## config.mk

```make
export PLATFORM = sky130hd
export DESIGN_NAME = wfg_core_tick_gen
export DESIGN_NICKNAME = d
export VERILOG_FILES = /design/src/rtl/wfg_core_pkg.sv /design/src/rtl/wfg_core_tick_cnt.sv /design/src/rtl/wfg_core_tick_gen.sv
export SDC_FILE = /design/constraint.sdc
export NUM_CORES = 1
export LEC_CHECK = 0
export ABC_AREA = 1
export CAP_MARGIN = 20
export CORE_MARGIN = 4
export CORE_UTILIZATION = 50
export DETAILED_ROUTE_END_ITERATION = 12
export GPL_ROUTABILITY_DRIVEN = 0
export MAX_ROUTING_LAYER = met4
export PLACE_DENSITY_LB_ADDON = 0.3
export SYNTH_ARGS = -nofsm -noshare
export SYNTH_HDL_FRONTEND = slang
export SYNTH_SLANG_ARGS = --single-unit
```

## constraint.sdc

```tcl
create_clock -name clk -period 4.4 [get_ports clk]
set_clock_uncertainty 0.15 [all_clocks]
set_input_delay 0.66 -clock clk [delete_from_list [all_inputs] [get_ports clk]]
set_output_delay 0.66 -clock clk [all_outputs]
set_load 0.02 [all_outputs]
```

## src/rtl/wfg_core_pkg.sv

```systemverilog
`default_nettype none
// ============================================================================
// Module      : wfg_core_pkg
// Description : Shared types and widths for the waveform generator core.
// Revision    : 1.0 - initial release
// ============================================================================
package wfg_core_pkg;

    localparam int WFG_CORE_SUBCYCLE_W = 16;
    localparam int WFG_CORE_SYNC_W     = 8;

    typedef enum logic [0:0] {
        IDLE = 1'b0,
        RUN  = 1'b1
    } wfg_core_tick_state_t;

endpackage
`default_nettype wire

```

## src/rtl/wfg_core_tick_cnt.sv

```systemverilog
`default_nettype none
// ============================================================================
// Module      : wfg_core_tick_cnt
// Description : Wrap counter; returns to zero on the increment where cnt >= limit.
// Revision    : 1.0 - initial release
// ============================================================================
module wfg_core_tick_cnt #(
    parameter int W = 8
) (
    input  logic         clk,
    input  logic         rst_n,
    input  logic         clr,
    input  logic         inc,
    input  logic [W-1:0] limit,
    output logic [W-1:0] cnt,
    output logic         wrap
);

    logic [W-1:0] cnt_q;
    logic [W-1:0] cnt_d;

    // >= lets a lowered limit wrap immediately instead of running to overflow
    always_comb begin
        wrap  = inc && !clr && (cnt_q >= limit);
        cnt_d = cnt_q;
        if (clr || wrap) begin
            cnt_d = '0;
        end else if (inc) begin
            cnt_d = cnt_q + W'(1);
        end
    end

    always_ff @(posedge clk or negedge rst_n) begin
        if (!rst_n) begin
            cnt_q <= '0;
        end else begin
            cnt_q <= cnt_d;
        end
    end

    assign cnt = cnt_q;

endmodule
`default_nettype wire

```

## src/rtl/wfg_core_tick_gen.sv

```systemverilog
`default_nettype none
// ============================================================================
// Module      : wfg_core_tick_gen
// Description : Subcycle/sync pulse generator. Define WFG_CORE_TICK_SHADOW_EN
//               to latch N/M at enable and at each sync wrap.
// Revision    : 1.0 - initial release
// ============================================================================
module wfg_core_tick_gen
    import wfg_core_pkg::*;
#(
    parameter int SUBCYCLE_W = WFG_CORE_SUBCYCLE_W,
    parameter int SYNC_W     = WFG_CORE_SYNC_W
) (
    input  logic                  clk,
    input  logic                  rst_n,
    input  logic                  en_i,
    input  logic [SUBCYCLE_W-1:0] subcycle_i,
    input  logic [SYNC_W-1:0]     sync_i,
    output logic                  subcycle_pulse_o,
    output logic                  sync_pulse_o,
    output logic [SYNC_W-1:0]     subcycle_cnt_o,
    output logic                  active_o
);

    wfg_core_tick_state_t state_q, state_d;

    logic                  cnt_clr;
    logic                  sub_inc;
    logic [SUBCYCLE_W-1:0] sub_cnt;
    logic                  sub_wrap;
    logic [SYNC_W-1:0]     sync_cnt;
    logic                  sync_wrap;
    logic [SUBCYCLE_W-1:0] n_lim;
    logic [SYNC_W-1:0]     m_lim;

    logic              sub_pulse_q, sub_pulse_d;
    logic              sync_pulse_q, sync_pulse_d;
    logic [SYNC_W-1:0] sub_idx_q, sub_idx_d;
    logic              active_q, active_d;
    logic [SYNC_W-1:0] sync_nxt;
    logic              sub_zero_nxt;

    always_comb begin
        state_d = state_q;
        case (state_q)
            IDLE:    if (en_i)  state_d = RUN;
            RUN:     if (!en_i) state_d = IDLE;
            default: state_d = IDLE;
        endcase
    end

    // Counters restart from zero on entry to RUN and are held clear elsewhere
    assign cnt_clr = (state_q != RUN) || !en_i;
    assign sub_inc = !cnt_clr;

`ifdef WFG_CORE_TICK_SHADOW_EN
    logic [SUBCYCLE_W-1:0] n_shadow_q, n_shadow_d;
    logic [SYNC_W-1:0]     m_shadow_q, m_shadow_d;
    logic                  shadow_load;

    always_comb begin
        shadow_load = ((state_q == IDLE) && en_i) || sync_wrap;
        n_shadow_d  = shadow_load ? subcycle_i : n_shadow_q;
        m_shadow_d  = shadow_load ? sync_i     : m_shadow_q;
    end

    always_ff @(posedge clk or negedge rst_n) begin
        if (!rst_n) begin
            n_shadow_q <= '0;
            m_shadow_q <= '0;
        end else begin
            n_shadow_q <= n_shadow_d;
            m_shadow_q <= m_shadow_d;
        end
    end

    assign n_lim = n_shadow_q;
    assign m_lim = m_shadow_q;
`else
    assign n_lim = subcycle_i;
    assign m_lim = sync_i;
`endif

    wfg_core_tick_cnt #(.W(SUBCYCLE_W)) u_sub_cnt (
        .clk   (clk),
        .rst_n (rst_n),
        .clr   (cnt_clr),
        .inc   (sub_inc),
        .limit (n_lim),
        .cnt   (sub_cnt),
        .wrap  (sub_wrap)
    );

    wfg_core_tick_cnt #(.W(SYNC_W)) u_sync_cnt (
        .clk   (clk),
        .rst_n (rst_n),
        .clr   (cnt_clr),
        .inc   (sub_wrap),
        .limit (m_lim),
        .cnt   (sync_cnt),
        .wrap  (sync_wrap)
    );

    // Outputs are registered from the counters' next values so they align
    // with the cycle the counters enter, not the one they leave.
    always_comb begin
        sub_zero_nxt = cnt_clr || sub_wrap;
        sync_nxt     = sync_cnt;
        if (cnt_clr || sync_wrap) begin
            sync_nxt = '0;
        end else if (sub_wrap) begin
            sync_nxt = sync_cnt + SYNC_W'(1);
        end
        active_d     = (state_d == RUN);
        sub_pulse_d  = active_d && sub_zero_nxt;
        sync_pulse_d = active_d && sub_zero_nxt && (sync_nxt == '0);
        sub_idx_d    = active_d ? sync_nxt : '0;
    end

    always_ff @(posedge clk or negedge rst_n) begin
        if (!rst_n) begin
            state_q      <= IDLE;
            sub_pulse_q  <= 1'b0;
            sync_pulse_q <= 1'b0;
            sub_idx_q    <= '0;
            active_q     <= 1'b0;
        end else begin
            state_q      <= state_d;
            sub_pulse_q  <= sub_pulse_d;
            sync_pulse_q <= sync_pulse_d;
            sub_idx_q    <= sub_idx_d;
            active_q     <= active_d;
        end
    end

    assign subcycle_pulse_o = sub_pulse_q;
    assign sync_pulse_o     = sync_pulse_q;
    assign subcycle_cnt_o   = sub_idx_q;
    assign active_o         = active_q;

endmodule
`default_nettype wire

```

==> results.json <==
{
  "core_um2": 4444,
  "cts_resized": 0,
  "synth_area_per_cell_um2": 8.163,
  "cts_tree": "yes",
  "grt_start_max_net_pins": 36,
  "syn-num-nets": 339,
  "insertedDiodeCount": 0,
  "synthSimpleGateAreaFrac": 0.3001,
  "synth_edf_count": 0,
  "cts.htree.levels": 2,
  "wire_per_inst_um": 11.29,
  "grt_use_total": 0.1670,
  "numPortBuffers": 37,
  "multi_input_area_um2": 1192,
  "die_x_um": 76.34,
  "die_y_um": 76.34,
  "regToRegSetupSlack_ns": 2.04,
  "cts_setup_buffers": 0,
  "clkLatencyLatePin_ns": 0.29,
  "synth_top_family_by_area": "simple AND/OR/NAND/NOR gates",
  "timing.hold.ws_ns": 0.3626,
  "synth_fa_ha_area_frac": 0.1393,
  "clockBufferDepth": 2,
  "synthMuxAreaShare": 0,
  "setup_viol": 0,
  "required_ns": 4.43,
  "share_seq_of_total_power": 0.519,
  "start_util": 0.5253,
  "worstPathMaxFanout": 18,
  "crit_slowest_cell": "clkdlybuf4s50_1",
  "first_pass_iters": 4,
  "switchingPower_uw": 146.6,
  "dpl_cell_area_um2": 2763,
  "grt_overflow": 0,
  "relSlewSlack": 0.7123,
  "syn_inst": 286,
  "switching_share": 0.2333,
  "crit_family": "simple AND/OR/NAND/NOR gates",
  "power_frac_comb": 0.110,
  "rsz0062_at_grt": "false",
  "hpwl_um": 3388,
  "fin_nets": 382,
  "row_count": 24,
  "seq_area_um2": 875.8,
  "critical_path_buf_inv_count": 3,
  "p_int_uw": 481.9,
  "maxCapViolations": 0,
  "yosys_register_bits": 35,
  "antenna_found_initial": 0,
  "fin_crit_ns": 2.800,
  "path_clk_slew_ns": 0.07,
  "vias": 1813,
  "final_max_slew_viol_count": 0,
  "via_per_inst": 4.759,
  "post-route-cell-area_um2": 2850,
  "cts_hold_buf": 0,
  "ys.flop_type": "dfrtp_1",
  "period_share": 0.6363,
  "start_kind": "input pin",
  "synth_area_um2": 2335,
  "timing.setup.tns_ns": 0,
  "ios": 38,
  "timing.final.hold_violations": 0,
  "cts_sinks": 35,
  "root_buffer": "clkbuf_8",
  "yosysWarningCount": 0,
  "hold_path.class": "register to register",
  "crit_path_end_kind": "register",
  "die_area_um2": 5827,
  "path_cells": "clkdlybuf4s50_1, inv_1, ha_1, a21oi_1, o21ai_1, a21oi_2, nand3_4, nand2_4, nand3_1, nand2_1, inv_1, nand2_1, nor2_2",
  "status": "finished, final reports clean",
  "max_clock_freq_mhz": 357.2,
  "numCtsBuffers": 5,
  "clkPwrFrac": 0.371,
  "grt_pass1_vias": 1762,
  "path_class": "input pin to register",
  "drive_above_1_share": 0.1155,
  "power.leakage_nw": 1.641,
  "yosysSeqAreaShare": 0.3751,
  "synth-async-reset-ratio": 1.000,
  "ant_nets": 0,
  "synth_xor_area_frac": 0.03751,
  "max_slew.worst_pin.slew_ns": 0.4316,
  "grt_pass1_wl_um": 7679,
  "initialDrtViolationCount": 73,
  "ir_drop_mv": 0.2023,
  "drt-total-wl_um": 4303,
  "synth_compound_area_frac": 0.03376,
  "power.density_nw_per_um2": 220.5,
  "fillers": 396,
  "arrival_ns": 2.83,
  "area_growth_pct": 22.08,
  "route.detailed.drc": 0,
  "critPathMaxStageDelay_ns": 0.45,
  "synth.distinct_cells": 30
}
## layout by cell type (no fill, tap or decap)
cell             netlist  final
inv_1                 66     66
nand2_1               57     57
clkdlybuf4s50_1        0     37
dfrtp_1               35     35
ha_1                  26     26
nor2_1                19     19
nand3_1               11     11
a21oi_1                9      9
nor2_2                 9      9
nand2_2                7      7
clkbuf_8               0      6
xnor2_1                5      5
nor3_1                 5      5
xor2_1                 5      5
nand4_1                4      4
o21ai_0                4      4
nor3b_1                4      4
nand2_4                3      3
nor3_4                 2      2
nand3_2                2      2
nor2_4                 2      2
nor4_1                 1      1
inv_2                  1      1
o21ai_1                1      1
a21oi_2                1      1
nand3_4                1      1
nand3b_1               1      1
nand4_4                1      1
nand4_2                1      1
and3_1                 1      1
clkinv_2               0      1
buf_4                  0      1
## power by group through the flow
| stage | combinational (mW) | clock, mW | sequential, mW |
|---|---|---|---|
| after floorplan | 0.0287 | 0 | 0.334 |
| after global placement | 0.0688 | 0 | 0.332 |
| final | 0.0690 | 0.233 | 0.326 |
| after detailed placement | 0.0703 | 0 | 0.332 |
| after CTS | 0.0706 | 0.238 | 0.326 |
| after global routing | 0.0795 | 0.254 | 0.326 |
## layer usage
metal / vias up / share of wire / track usage
met3: 7 / 0.040 / 0.05556
met2: 32 / 0.47 / 0.2522
li1: 959 / - / -
met5: - / 0 / -
met1: 815 / 0.47 / 0.2117
met4: 0 / 0.015 / 0.05435
## cells by family (layout without fill, tap and decap cells)
logic type	after synthesis	after routing
buffers and inverters	69	112
AND/OR/NAND/NOR	131	131
adder cells (fa/ha/maj)	26	26
flip-flops	35	35
XOR/XNOR	10	10
AO/OA/AOI/OAI	15	15
## cell usage after synthesis (4+ instances only)
cell type  count  area [µm²]
inv_1         66       247.7
nand2_1       57       214.0
dfrtp_1       35       875.8
ha_1          26       325.3
nor2_1        19       71.32
nand3_1       11       55.05
a21oi_1        9       45.04
nor2_2         9       56.30
nand2_2        7       43.79
nor3_1         5       25.02
xnor2_1        5       43.79
xor2_1         5       43.79
nand4_1        4       25.02
nor3b_1        4       30.03
o21ai_0        4       20.02
## worst paths after layout
| path | start | to | cells past startpoint |
|---|---|---|---|
| min in group asynchronous | rst_n | sync_pulse_o$_DFF_PN0_ | 2 |
| setup reg to reg | u_sub_cnt.cnt[9]$_DFFE_PN0P_ | sync_pulse_o$_DFF_PN0_ | 11 |
| setup / recovery | subcycle_i[9] | sync_pulse_o$_DFF_PN0_ | 13 |
| max in group asynchronous | rst_n | u_sync_cnt.cnt[2]$_DFF_PN0_ | 2 |
| hold / removal | u_sub_cnt.cnt[0]$_DFFE_PN0P_ | u_sub_cnt.cnt[0]$_DFFE_PN0P_ | 1 |
| hold reg to reg | u_sub_cnt.cnt[0]$_DFFE_PN0P_ | u_sub_cnt.cnt[0]$_DFFE_PN0P_ | 1 |
## per-stage QoR
| step | setup slack (ns) | power [mW] | std cells | utilization |
|---|---|---|---|---|
| 5_1_grt | 1.373 | 0.6600 | 381 | 0.6413 |
| 3_3_place_gp | 1.281 | 0.4008 | 374 | 0.6216 |
| 4_1_cts | 1.564 | 0.6348 | 381 | 0.6413 |
| 6_report | 1.600 | 0.6285 | 381 | 0.6413 |
| 3_5_place_dp | 1.249 | 0.4024 | 374 | 0.6216 |
| 2_1_floorplan | 2.136 | 0.3625 | 286 | - |
## area by class of cell
class / instances / area share
flip-flops and latches: 35 / 0.3073
well taps: 52 / 0.02283
clock buffers: 6 / 0.02897
clock inverters: 1 / 0.001756
multi-input cells: 182 / 0.4183
repair buffers: 38 / 0.1326
inverters: 67 / 0.08824
## flip-flops by register name, summed over array words and instances (netlist names)
signal / count
u_sub_cnt.cnt: 16
subcycle_cnt_o: 8
u_sync_cnt.cnt: 8
active_o: 1
subcycle_pulse_o: 1
sync_pulse_o: 1
No activity file was read; power rests on OpenSTA's default activity.
